File: src/rtl/flash_bus_bridge.sv
// flash_bus_bridge: 6809 bus front end for the SPI flash read controller (window decode, CE/READY
// handshake, MRDY stretch, read-data drive). Define READ_CACHE_EN to add a one-entry read cache.
module flash_bus_bridge #(
    parameter logic [15:0] WIN_BASE = 16'hF000,
    parameter logic [15:0] WIN_MASK = 16'hF000,
    parameter int unsigned ACK_WAIT = 4,
    parameter int unsigned TIMEOUT  = 255
) (
    input  logic        clk,
    input  logic        reset,
    input  logic        i_E,
    input  logic [15:0] i_ADDRESS_BUS,
    input  logic        i_RW,
    input  logic [7:0]  i_FLASH_DATA,
    input  logic        i_FLASH_READY,
    output logic        o_SPI_CE,
    output logic        o_MRDY,
    output logic [7:0]  o_DATA,
    output logic        o_DATA_OE,
    output logic        o_TIMEOUT
);
    localparam int ACK_W = $clog2(ACK_WAIT + 1);
    localparam int BSY_W = $clog2(TIMEOUT + 1);
    localparam logic [ACK_W-1:0] ACK_LAST = ACK_W'(ACK_WAIT);
    localparam logic [BSY_W-1:0] BSY_LAST = BSY_W'(TIMEOUT);

    typedef enum logic [2:0] {IDLE, REQ, BUSY, DONE, HOLD} state_t;

    function automatic logic [ACK_W-1:0] sat_ack(input logic [ACK_W-1:0] v);
        return (v == {ACK_W{1'b1}}) ? v : v + ACK_W'(1);
    endfunction

    function automatic logic [BSY_W-1:0] sat_bsy(input logic [BSY_W-1:0] v);
        return (v == {BSY_W{1'b1}}) ? v : v + BSY_W'(1);
    endfunction

    logic             rst_n_p0, rst_n_p1, rst_n;
    logic             e_p0, e_p1, e_p2, e_rise, e_fall;
    logic             win, hit, cache_hit;
    logic [7:0]       rd_data;
    state_t           state, state_nxt;
    logic [ACK_W-1:0] ack_cnt, ack_nxt;
    logic [BSY_W-1:0] bsy_cnt, bsy_nxt;
    logic             abort, abort_nxt;
    logic             ce_nxt, mrdy_nxt, oe_nxt, to_nxt;
    logic [7:0]       data_nxt;

    // reset asserts asynchronously, releases on a clk edge
    always_ff @(posedge clk or negedge reset) begin
        if (!reset) begin
            rst_n_p0 <= 1'b0;
            rst_n_p1 <= 1'b0;
        end else begin
            rst_n_p0 <= 1'b1;
            rst_n_p1 <= rst_n_p0;
        end
    end
    assign rst_n = rst_n_p1;

    // E: two synchroniser flops, third flop for edge detection
    always_ff @(posedge clk or negedge rst_n) begin
        if (!rst_n) begin
            e_p0 <= 1'b0;
            e_p1 <= 1'b0;
            e_p2 <= 1'b0;
        end else begin
            e_p0 <= i_E;
            e_p1 <= e_p0;
            e_p2 <= e_p1;
        end
    end

    assign e_rise = e_p1 & ~e_p2;
    assign e_fall = ~e_p1 & e_p2;
    assign win    = ((i_ADDRESS_BUS & WIN_MASK) == (WIN_BASE & WIN_MASK));
    assign hit    = i_RW && win;

`ifdef READ_CACHE_EN
    logic        c_vld, src_cache;
    logic [15:0] c_addr, addr_p0;
    logic [7:0]  c_data;

    assign cache_hit = c_vld && (c_addr == i_ADDRESS_BUS);
    assign rd_data   = src_cache ? c_data : i_FLASH_DATA;

    always_ff @(posedge clk or negedge rst_n) begin
        if (!rst_n) begin
            c_vld     <= 1'b0;
            src_cache <= 1'b0;
        end else begin
            if (state == IDLE && e_rise && hit)
                src_cache <= cache_hit;
            // a window write or an aborted read leaves the entry untrustworthy
            if ((e_rise && !i_RW && win) || (state == DONE && abort))
                c_vld <= 1'b0;
            else if (state == DONE)
                c_vld <= 1'b1;
        end
    end

    always_ff @(posedge clk) begin
        if (state == IDLE && e_rise)
            addr_p0 <= i_ADDRESS_BUS;
        if (state == DONE && !abort) begin
            c_addr <= addr_p0;
            c_data <= rd_data;
        end
    end
`else
    assign cache_hit = 1'b0;
    assign rd_data   = i_FLASH_DATA;
`endif

    always_comb begin
        state_nxt = state;
        ce_nxt    = o_SPI_CE;
        mrdy_nxt  = o_MRDY;
        data_nxt  = o_DATA;
        oe_nxt    = o_DATA_OE;
        to_nxt    = o_TIMEOUT;
        ack_nxt   = ack_cnt;
        bsy_nxt   = bsy_cnt;
        abort_nxt = abort;
        case (state)
            IDLE: begin
                if (e_rise && hit) begin
                    mrdy_nxt  = 1'b0;
                    abort_nxt = 1'b0;
                    if (cache_hit) begin
                        state_nxt = DONE;
                    end else begin
                        state_nxt = REQ;
                        ce_nxt    = 1'b1;
                        ack_nxt   = '0;
                        bsy_nxt   = '0;
                    end
                end
            end
            REQ: begin
                if (!i_FLASH_READY) begin
                    state_nxt = BUSY;
                end else begin
                    // READY never dropped: controller skipped a repeat address, data is held
                    ack_nxt = sat_ack(ack_cnt);
                    if (ack_nxt >= ACK_LAST)
                        state_nxt = DONE;
                end
            end
            BUSY: begin
                bsy_nxt = sat_bsy(bsy_cnt);
                if (i_FLASH_READY) begin
                    state_nxt = DONE;
                end else if (bsy_nxt >= BSY_LAST) begin
                    state_nxt = DONE;
                    abort_nxt = 1'b1;
                    to_nxt    = 1'b1;
                end
            end
            DONE: begin
                ce_nxt    = 1'b0;
                mrdy_nxt  = 1'b1;
                oe_nxt    = 1'b1;
                data_nxt  = abort ? 8'hFF : rd_data;
                state_nxt = HOLD;
            end
            HOLD: begin
                if (e_fall) begin
                    oe_nxt    = 1'b0;
                    state_nxt = IDLE;
                end
            end
            default: state_nxt = IDLE;
        endcase
    end

    always_ff @(posedge clk or negedge rst_n) begin
        if (!rst_n)
            state <= IDLE;
        else
            state <= state_nxt;
    end

    always_ff @(posedge clk or negedge rst_n) begin
        if (!rst_n) begin
            o_SPI_CE  <= 1'b0;
            o_MRDY    <= 1'b1;
            o_DATA    <= 8'h00;
            o_DATA_OE <= 1'b0;
            o_TIMEOUT <= 1'b0;
            ack_cnt   <= '0;
            bsy_cnt   <= '0;
            abort     <= 1'b0;
        end else begin
            o_SPI_CE  <= ce_nxt;
            o_MRDY    <= mrdy_nxt;
            o_DATA    <= data_nxt;
            o_DATA_OE <= oe_nxt;
            o_TIMEOUT <= to_nxt;
            ack_cnt   <= ack_nxt;
            bsy_cnt   <= bsy_nxt;
            abort     <= abort_nxt;
        end
    end
endmodule

File: config.mk
export PLATFORM = sky130hd
export DESIGN_NAME = flash_bus_bridge
export DESIGN_NICKNAME = d
export VERILOG_FILES = /design/src/rtl/flash_bus_bridge.sv
export SDC_FILE = /design/constraint.sdc
export NUM_CORES = 1
export LEC_CHECK = 0
export CAP_MARGIN = 20
export CORE_AREA = 2 2 56 58
export CTS_CLUSTER_SIZE = 28
export DETAILED_ROUTE_END_ITERATION = 10
export DIE_AREA = 0 0 58 60
export DONT_BUFFER_PORTS = 1
export PLACE_DENSITY_LB_ADDON = 0.2
export SYNTH_ARGS = -nofsm -noshare
export SYNTH_HDL_FRONTEND = slang
export SYNTH_SLANG_ARGS = --single-unit
File: constraint.sdc
create_clock -name clk -period 1 [get_ports clk]
set_input_delay 0.1 -clock clk [delete_from_list [all_inputs] [get_ports clk]]
set_output_delay 0.1 -clock clk [all_outputs]
set_load 0.05 [all_outputs]
Word level (Yosys, flattened, before mapping)
Cells that the tools add are included.
- register bits after elaboration: 32
- output and inout bits: 12
- logic and storage cells: 75
- $add $sub $neg: 2
- $lt $le $gt $ge: 2
- eq/ne operators: 14
- mux-type cells: 24
- bitwise operators: 5
- reduce and logical (&&, ||, !) cells: 14
- operators with widths (cell ; count):
    two-way mux 3 bit ; 9
    two-way mux 8 bit ; 3
    case mux 8 bit (2 select lines) ; 1
    case mux 3 bit (5 select lines) ; 1
    inequality test 2 bit (second input constant) ; 5
    adder 8 x 1 -> 8 bit (second input constant) ; 1
    == test 8 bit (second input constant) ; 1
    >= comparator 8 bit (second input constant) ; 1
    case mux 1 bit (2 select lines) ; 4
    AND reduction 4 bit ; 2
    nonzero test 2 bit ; 4
    == test 3 x 2 -> 1 bit (second input constant) ; 2
    == test 3 bit (second input constant) ; 2
    inequality test 3 bit (second input constant) ; 2
    case mux 3 bit (2 select lines) ; 1
    AND reduction 2 bit ; 3
    AND reduction 3 bit ; 2
    two-way mux 1 bit ; 5
    == test 4 bit (second input constant) ; 1
    adder 3 x 1 -> 3 bit (second input constant) ; 1
    == test 3 x 1 -> 1 bit (second input constant) ; 1
    >= comparator 3 bit (second input constant) ; 1
    logical NOT 3 bit ; 1
    inverter 1 bit ; 3
    2 further kinds ; 4

Depth between registers and ports, before layout
Gate-level depths: netlist of the first run.
- depth in word-level cells: 6
- mapped depth: 6
- mapped depth without buffers: 6

Worst setup path after synthesis of the first run
No wires, ideal clock.
- kind: reg2reg
- start: register bsy_cnt[0]
- end: register abort
- setup time: 0.075 ns
- arrival: 1.471 ns
- setup slack: -0.546 ns
- stages on the path, launching flop included: 7
- path buffers: 0
- path through: dfrtp_1 > ha_1 > and4_2 > a21oi_1 > o21ai_1 > nor4b_2 > o21bai_2
- word-level cells in the longest chain between the ends: 5
- elaborated cells on any way between the ends: 6
- those cells by class: 1 x add/sub; 1 x order compare; 2 x eq/ne; 1 x mux; 1 x reduce/logical
- RTL lines (what ; RTL line ; RTL):
    start: declaration ; 43 ; logic [BSY_W-1:0] bsy_cnt, bsy_nxt;
    start signal: assignment ; 200 ; bsy_cnt <= bsy_nxt;
    adder 8 x 1 -> 8 bit or == test 8 bit (tied branches) ; 34 ; return (v == {BSY_W{1'b1}}) ? v : v + BSY_W'(1);
    two-way mux 8 bit (*) ; 34 ;
    >= comparator 8 bit (*) ; 153 ; end else if (bsy_nxt >= BSY_LAST) begin
    inequality test 2 bit (no line) (*) ; - ;
    AND reduction 4 bit (no line) (*) ; - ;
    end signal: assignment ; 201 ; abort <= abort_nxt;
    end: declaration ; 44 ; logic abort, abort_nxt;
Every way passes the cells marked *; elsewhere a longest branch is shown, timed or not.
A chain may end at the register's enable or synchronous reset.

Final worst setup path of the first run
- start: register bsy_cnt[1]
- end: register abort
The elaborated chain is that of the path after synthesis.

==> results_dict.tcl, run 1 <==
set metrics [dict create \
    routed_wl_um 4687 \
    htree_num_levels 2 \
    synth_cell_types 44 \
    path_max_fanout 5 \
    yosys.area.top_type "dfrtp_1" \
    numCtsBuffers 5 \
    p_leak_nw 1.122 \
    path_delay_family "simple AND/OR/NAND/NOR gates" \
    die_w_um 58 \
    synth.yosys.seq_area_share_pct 53.06 \
    wl_met2_um 2382 \
    dieArea_um2 3480 \
    utilization_pct 82.80 \
    fill_cells 154 \
    synth_edf_count 0 \
    highest_layer "met4" \
    synth_area_um2 1511 \
    maxSlewViolCount 0 \
    reg2reg_from "bsy_cnt[1]" \
    p_total_mw 8.421 \
    port-buffer-count 0 \
    cts_max_path_buffers 2 \
    synthTopCellsByArea "dfrtp_1, nor2_1, nand2_1" \
    root_buffer "clkbuf_4" \
    path_cells "ha_4 -> nand4_1 -> nor3_2 -> o21ai_2 -> nor4b_2 -> o21bai_2" \
    synth_async_sr_flop_share_pct 100.0 \
    rows 20 \
    drc_errors 0 \
    r2r-end "abort" \
    synth_nets 180 \
    antenna_found_initial 0 \
    final_layout_size_suffix_gt1_share_pct 46.73 \
    post-synth-top-area-fraction_pct 51.32 \
    violations "negative setup slack" \
    insertion_delay_ps 350 \
    layout_setup_ws_ps -698.4 \
    placeableCoreArea_um2 2903 \
    path_depth 6 \
    start_util_pct 52.07 \
    max-vdd-ir-drop_v 0.002598 \
    final_nets 244 \
    cts.sinks 32 \
    tns_ps -10390 \
    powerDensity_nw_per_um2 3504 \
    cts.clk_slew.worst_paths_ps 100 \
    wl_met1_um 1840 \
    timing.hold.worst.class "in2reg" \
    reg2reg_slack_ps -700 \
    cpPeakStageDelay_ps 430 \
    min_period_ps 1698 \
    hpwl_um 2450 \
    grt_pass1_wl_um 6037 \
    worst_hold_slack_ps 19.05 \
    cp_slowest_cell "dfrtp_1" \
    grt_pass1_vias 1351 \
    synth_common_cells "dfrtp_1, nor2_1, nand2_1, o21ai_0, a21oi_1" \
    status "complete, but fails checks" \
    io_pins 41 \
    skew_ps 10.12 \
    setup-violations-final 38 \
    r2r_cells 6 \
    endpoint_kind "register" \
    endpoint "abort" \
    routed_via_density 5.850 \
    hold_viol_final 0 \
    ys_ff_latch 32 \
    met3_length_um 234 \
    dieHeight_um 60 \
    ys_warn_count 0 \
    grt_util_all_layers_pct 23.55 \
    cp_num_buf_inv 0 \
    cp-startpoint "bsy_cnt[1]" \
    synth_ff_type "dfrtp_1" \
    synth_cells 149 \
    grt_max_degree 20 \
    syn_avg_cell_area_um2 10.14 \
    critPathKind "reg2reg" \
    routabilityCongestion 0.8873 \
    pre_cts_ws_ps -591.6 \
    startpoint_type "register" \
    finalCritPeriodShare_pct 169.8 \
    vias 1445 \
    maxCapViolCount 0 \
    grt_overflow_total 0 \
    diodes 0 \
    drtIter0Drc 42 \
    area_growth_pct 59.02 \
    wl_per_cell_um 18.98 \
    clock.fmax_mhz 588.8 \
    antenna_left 0 \
    firstDrtPassIters 4 \
    cts_tree "yes" \
    required_ps 1270 \
    critPathArrivalTime_ps 1970 \
    rsz0062_at_grt "true" \
    synth.most_common_cell "dfrtp_1" \
]
-- routing by layer --
layer	vias to the layer above	GRT usage [%]
li1	648	-
met1	719	28.01
met2	57	39.94
met3	21	7.143
met4	0	9.635
met5	-	0
-- area by class of cell --
class / count / area, µm² / area share [%]
Multi-Input combinational cell: 107 / 819.5 / 34.10
Inverter: 2 / 7.507 / 0.3123
Clock inverter: 2 / 35.03 / 1.458
Timing Repair Buffer: 65 / 653.1 / 27.17
Sequential cell: 32 / 805.8 / 33.52
Tap cell: 33 / 41.29 / 1.718
Clock buffer: 6 / 41.29 / 1.718
-- cell usage in the layout, fill, tap and decap left out, drive strengths merged, types with 2 or more instances in the layout --
| cell | count |
|---|---|
| clkbuf | 8 |
| nand3b | 4 |
| a31oi | 2 |
| a21oi | 8 |
| nor3b | 2 |
| or2b | 2 |
| mux2i | 5 |
| dfrtp | 31 |
| buf | 51 |
| dlygate4sd3 | 12 |
| nand3 | 5 |
| inv | 2 |
| nor3 | 5 |
| ha | 2 |
| o21ai | 12 |
| nor2 | 18 |
| nand2b | 3 |
| nand4 | 4 |
| nand2 | 17 |
-- state kept, by name, indices dropped and copies added (netlist names) --
signal,count
abort,1
ack_cnt,3
bsy_cnt,8
e_p0,1
e_p1,1
e_p2,1
o_DATA,8
o_DATA_OE,1
o_MRDY,1
o_SPI_CE,1
o_TIMEOUT,1
rst_n,1
rst_n_p0,1
state,3
-- worst min-delay path by stage --
stage                        startpoint  endpoint  slack [ps]  cells past startpoint
after floorplan                   reset     rst_n        -200                      0
after global placement            reset  rst_n_p0        -200                      0
after detailed placement          reset  rst_n_p0        -200                      0
after CTS                 i_FLASH_READY  state[1]         -60                      3
after global routing      i_FLASH_READY  state[0]          40                      3
final                     i_FLASH_READY  state[0]          20                      3
-- cell families after synthesis --
family | count (synthesis) | synth area share [%]
simple gates | 67 | 25.33
buf+inv | 10 | 2.980
xor+xnor | 1 | 0.5796
fa+ha+maj | 2 | 1.655
mux | 6 | 4.056
other cells | 1 | 0.2481
compound gates | 30 | 12.09
flops | 32 | 53.06
-- repair_timing --
| action | CTS | global route |
|---|---|---|
| endpoints found under the hold margin | 13 | 2 |
| buffers inserted | 3 | 7 |
| cloned | 0 | 3 |
| pin swaps | 8 | 20 |
| hold buffers | 11 | 1 |
| endpoints found under the setup margin | 39 | 39 |
| resized for setup | 30 | 25 |
-- stage by stage --
step	cell area [µm²]	cells
2_1_floorplan	1567	149
3_3_place_gp	1871	214
3_5_place_dp	1871	214
4_1_cts	2187	236
5_1_grt	2404	247
6_report	2404	247
-- worst min-delay path: cells and delay by family --
family	cells	cell delay [ps]
AND/OR/NAND/NOR	2	180
AO/OA/AOI/OAI	1	60
-- report_power, final --
part	leakage, nW	internal (mW)	total (mW)	switching, mW
clock network	0.0422	0.524	1.00	0.477
registers	0.368	1.83	2.51	0.687
logic	0.711	2.39	4.91	2.52
Note: power is estimated with default switching activity, not from simulation.
==> inputs of run 2 (changes only) <==
--- a/config.mk
+++ b/config.mk
@@ -6,10 +6,10 @@
 export NUM_CORES = 1
 export LEC_CHECK = 0
 export CAP_MARGIN = 20
-export CORE_AREA = 2 2 56 58
+export CORE_AREA = 2 2 54 56
 export CTS_CLUSTER_SIZE = 28
 export DETAILED_ROUTE_END_ITERATION = 10
-export DIE_AREA = 0 0 58 60
+export DIE_AREA = 0 0 56 58
 export DONT_BUFFER_PORTS = 1
 export PLACE_DENSITY_LB_ADDON = 0.2
 export SYNTH_ARGS = -nofsm -noshare
==> constraint.sdc (replaced) <==
create_clock -name clk -period 1.85 [get_ports clk]
set_input_delay 0.185 -clock clk [delete_from_list [all_inputs] [get_ports clk]]
set_output_delay 0.185 -clock clk [all_outputs]
set_load 0.05 [all_outputs]
==> run 2 against run 1 <==
The flow now finishes without violations. Setup slack improved by 880 ps. Worst hold slack got worse by 12 ps. Register-to-register slack better by 880 ps. Count of clock-buffer cells in the layout down 1. Non-clock buffer count decreased by 58. Sequential power shrank 31%. First-iteration DRC count is 43% higher. Largest cell class is now flip-flops and latches.
==> results_dict.tcl, run 2 (same netlist as run 1, synthesis figures left out) <==
set metrics [dict create \
    finalCritPeriodShare_pct 90.36 \
    firstDrtPassIters 4 \
    timing.hold.worst.class "in2reg" \
    cp_num_buf_inv 0 \
    rows 19 \
    maxSlewViolCount 0 \
    drc_errors 0 \
    area_growth_pct 9.355 \
    clockPowerShare_pct 16.7 \
    cts_tree "yes" \
    critPathKind "reg2reg" \
    grt_max_degree 31 \
    comb_power_share_pct 28.0 \
    cp-startpoint "bsy_cnt[0]" \
    placeableCoreArea_um2 2663 \
    dieArea_um2 3248 \
    post_cts_buffers 0 \
    insertion_delay_ps 340 \
    routabilityCongestion 0.7870 \
    start_util_pct 56.77 \
    root_buffer "clkbuf_4" \
    path_cells "ha_2 -> and4_2 -> a21oi_1 -> o21ai_1 -> o21ai_0 -> and3_1" \
    critPathArrivalTime_ps 1900 \
    status "complete, no violations" \
    drtIter0Drc 60 \
    power_frac_seq_pct 55.4 \
    tns_ps 0 \
    powerDensity_nw_per_um2 1884 \
    max-vdd-ir-drop_v 0.001114 \
    hold_viol_final 0 \
    routed_via_density 5.829 \
    wl_per_cell_um 13.97 \
    p_leak_nw 0.7522 \
    utilization_pct 62.08 \
    htree_num_levels 2 \
    grt_util_all_layers_pct 19.22 \
    skew_ps 14.28 \
    io_pins 41 \
    antenna_found_initial 0 \
    switching_share_pct 46.22 \
    maxCapViolCount 0 \
    min_from "i_FLASH_DATA[0]" \
    hpwl_um 1893 \
    clock.fmax_mhz 598.2 \
    grt_pass1_vias 1078 \
    path_depth 6 \
    p_int_mw 1.675 \
    min_path_cells 2 \
    path_delay_family "simple AND/OR/NAND/NOR gates" \
    grt_overflow_total 0 \
    power.switching_mw 1.439 \
    dieHeight_um 58 \
    setup-violations-final 0 \
    final_nets 186 \
    endpoint_kind "register" \
    rsz0062_at_grt "false" \
    min_period_ps 1672 \
    r2r_cells 6 \
    antenna_left 0 \
    final_layout_size_suffix_gt1_share_pct 15.38 \
    cts.clk_slew.worst_paths_ps 110 \
    cp_slowest_cell "dfrtp_1" \
    final_cell_mix "dfrtp_1, nor2_1, nand2_1" \
    port-buffer-count 0 \
    required_ps 2080 \
    reg2reg_from "bsy_cnt[0]" \
    path_max_fanout 8 \
    cts_max_path_buffers 2 \
    routed_wl_um 2612 \
    final_common_cell "dfrtp_1" \
    cpPeakStageDelay_ps 420 \
    numCtsBuffers 5 \
    diodes 0 \
    die_w_um 56 \
    grt_pass1_wl_um 4719 \
    startpoint_type "register" \
    vias 1090 \
    cts.sinks 32 \
    top_regs "bsy_cnt: 8 flops, o_DATA: 8 flops" \
]
run 2: cell count changes in the layout (fill, tap and decap cells not counted), sizes merged:
cell         change
clkbuf           -3
dlygate4sd3     -10
clkinvlp         +1
buf             -46
run 2: cell type report:
type / count / area, µm²
clock inverter: 3 / 42.54
fill: 229 / 1010
clock buffer: 5 / 37.54
inverter: 2 / 7.507
timing repair buffer: 7 / 57.56
multi-input combinational: 107 / 666.9
sequential: 32 / 802.0
tap: 31 / 38.79
run 2: final timing paths:
| check | endpoint | slack, ps |
|---|---|---|
| setup reg to reg | state[0] | 180 |
| hold reg to reg | o_DATA[4] | 240 |
| min in group asynchronous | rst_n_p0 | 80 |
| hold / removal | o_DATA[0] | 8 |
| max in group asynchronous | o_MRDY | 1290 |
| setup / recovery | state[0] | 180 |
run 2: power by group through the flow:
stage	Clock (mW)	Combinational (mW)	Sequential [mW]
after floorplan	0	0.822	1.59
after global placement	0	0.829	1.72
after detailed placement	0	0.872	1.74
after CTS	0.531	0.881	1.73
after global routing	0.566	1.03	1.77
final	0.519	0.871	1.72
run 2: repair_timing:
item / 4_1_cts / 5_1_grt
resized for setup: 0 / 1
endpoints found under the setup margin: 0 / 1
hold buffers: 2 / 0
endpoints found under the hold margin: 3 / 0
run 2: routing by layer:
layer | up-vias | share of wire [%] | wire length, µm | GRT usage, %
met5 | - | 0 | 0 | 0
met4 | 0 | 1.6 | 43 | 8.163
met3 | 6 | 7.4 | 194 | 7.813
met2 | 33 | 50 | 1296 | 31.93
met1 | 518 | 41 | 1077 | 22.17
li1 | 533 | - | - | -
run 2: worst reg2reg max path: stages (launching register included):
cell     delay, ps
dfrtp_1        420
ha_2           270
and4_2         270
a21oi_1         70
o21ai_1        210
o21ai_0        140
and3_1         190
run 2: through the flow:
| step | hold WS [ps] | setup WS [ps] | cells | total power, mW | instance area [µm²] |
|---|---|---|---|---|---|
| after detailed placement | -110.5 | 131.5 | 177 | 2.613 | 1550 |
| after CTS | 2.271 | 113.2 | 187 | 3.139 | 1650 |
| after global routing | 1.166 | 43.03 | 187 | 3.365 | 1653 |
| after floorplan | -110.6 | 303.8 | 149 | 2.411 | 1511 |
| after global placement | -110.5 | 168.4 | 177 | 2.549 | 1550 |
| final | 7.506 | 178.3 | 187 | 3.115 | 1653 |
==> variant: new RTL, config.mk and constraints of run 2 <==
Re-encode `state_t` (5 states) as one-hot, 5 bits wide.
--- a/src/rtl/flash_bus_bridge.sv
+++ b/src/rtl/flash_bus_bridge.sv
@@ -26,3 +26,3 @@
 
-    typedef enum logic [2:0] {IDLE, REQ, BUSY, DONE, HOLD} state_t;
+    typedef enum logic [4:0] {IDLE = 5'b00001, REQ = 5'b00010, BUSY = 5'b00100, DONE = 5'b01000, HOLD = 5'b10000} state_t;
 
Behaviour: same outputs for any inputs over 10 cycles, from zero or initial values and one cycle with reset low; not proved beyond that.
==> variant against run 2 <==
  * Global-route usage grew 4.3 points
  * Setup slack lost 0.056 ns
  * Power shrank 27%
  * Cell area grew 15%
  * Hold slack gained 0.0055 ns
  * Sequential power shrank 23%
  * Combinational power shrank 40%
  * Count of clock-buffer cells in the layout grew 2
  * Synthesized area grew 11%
  * Largest cell class unchanged
  * Routed wire length grew 29%
  * Sequential cell count grew 2
  * Non-clock buffer count grew 10
  * Highest routed layer unchanged
==> variant: results (changes against run 2) <==
[power]
leakage_uw=0.000800  ; +6.4%
peakVddDrop_v=0.000932  ; -16%
intPower_uw=1320  ; -21%

[detailed_routing]
avgRoutedWirePerCell_um=14.9  ; +6.9%
drt_iter0_markers=38  ; -37%
firstDrtPassIters=5  ; +1

[layout]
nFillCells=213  ; -7.0%
largestRegisters=bsy_cnt (8), o_DATA (8), state (5)
drive_gt1_share_pct=18.0  ; +2.7 points

[grt]
grtUsageTotal_pct=23.5  ; +4.3 points
first_global_vias=1304  ; +21%
grt_max_degree=19  ; -39%
grt_pass1_wl_um=5790  ; +23%

[outcome]
status=complete, no violations

[logic_synthesis]
yosys-top-cells-area=dfrtp_1, nor2_1, a21oi_1, o21ai_0, dfstp_2
netlist_top_cells_count=nor2_1, dfrtp_1, a21oi_1
synth.net_count=206  ; +14%
synth_cell_types=47  ; +6.8%

[worst_setup_path]
cp_top_family=compound AO/OA/AOI/OAI gates
r2r_slack_ns=0.12  ; -0.06 ns
path_max_fanout=5  ; -3
cp.arrival_ns=2.01  ; +0.11 ns

[timing]
finalCritPeriodShare_pct=93.4  ; +3.0 points
fin_skew_ns=0.0152  ; +0.000878 ns

[placed_design]
dp_worst_setup_slack_ns=0.0242  ; -0.107 ns
dp_hpwl_um=2480  ; +31%

variant: cell types whose count changed in the layout (fill, tap and decap cells not counted), sizes merged, moves of 3 or more:
cell / change
a21oi: +7
o22a: +3
mux2i: -4
nand2: -5
o211ai: +4
nor2: +17
buf: +8
variant: kinds of logic (layout without fill, tap and decap cells):
| family | after synthesis | count (layout) | synth area share, % |
|---|---|---|---|
| AND/OR/NAND/NOR | 77 | 77 | 24.0 |
| AO/OA/AOI/OAI | 49 | 49 | 19.3 |
| flip-flops | 34 | 34 | 50.9 |
| buffers and inverters | 9 | 28 | 2.39 |
| adder cells (fa/ha/maj) | 2 | 2 | 1.49 |
| XOR/XNOR | 2 | 2 | 1.05 |
| other | 1 | 1 | 0.224 |
| multiplexers | 1 | 1 | 0.597 |
variant: timing repair:
| item | in CTS | in global routing |
|---|---|---|
| pin swaps | 0 | 2 |
| hold buffers | 3 | 1 |
| hold endpoints to repair | 4 | 1 |
| setup endpoints to repair | 1 | 3 |
| gates resized for setup | 1 | 1 |
| setup buffers | 0 | 0 |
variant: layout make-up:
type | count | area (um2) | share of cell area, %
Multi-Input combinational cell | 132 | 795 | 41.9
Clock buffer | 7 | 55.1 | 2.90
Sequential cell | 34 | 853 | 45.0
Timing Repair Buffer | 17 | 138 | 7.26
Inverter | 3 | 11.3 | 0.594
Tap cell | 31 | 38.8 | 2.05
Clock inverter | 1 | 5.00 | 0.264
variant: worst register-to-register path, stage by stage (launching register included):
cell,delay (ns)
dfrtp_1,0.43
ha_4,0.19
buf_4,0.13
nor4_1,0.43
a211oi_2,0.11
a41o_2,0.23
a21oi_1,0.12
variant: final timing paths:
| kind | start | to | cells past startpoint |
|---|---|---|---|
| setup / recovery | bsy_cnt[1] | state[2] | 6 |
| hold / removal | i_FLASH_READY | state[2] | 3 |
| setup reg to reg | bsy_cnt[1] | state[2] | 6 |
| hold reg to reg | rst_n | o_DATA[3] | 0 |
| max in group asynchronous | rst_n | state[0] | 1 |
| min in group asynchronous | reset | rst_n | 1 |
variant: layer usage:
metal,up-vias,global-route usage (%),share of wire [%]
li1,663,-,-
met1,643,29.4,43
met2,46,37.8,48
met3,7,7.14,6.9
met4,0,11.2,2.0
met5,-,0,0
variant: metrics by stage:
stage	hold WS [ns]	area [um2]	std cells	total power (uW)	utilization, %
finish	0.0130	1900	225	2280	71.2
CTS	0.000164	1880	224	2290	70.4
global route	0.0163	1900	225	2410	71.2
detailed placement	-0.111	1780	213	1850	67.0
global placement	-0.111	1780	213	1800	67.0
floorplan	-0.111	1680	175	1690	-
variant: power by group through the flow:
stage                     clock network (uW)  registers, uW  logic (uW)
after detailed placement                   0           1330         515
after global placement                     0           1320         480
after floorplan                            0           1280         405
after CTS                                447           1320         523
final                                    436           1320         522
after global routing                     475           1340         591
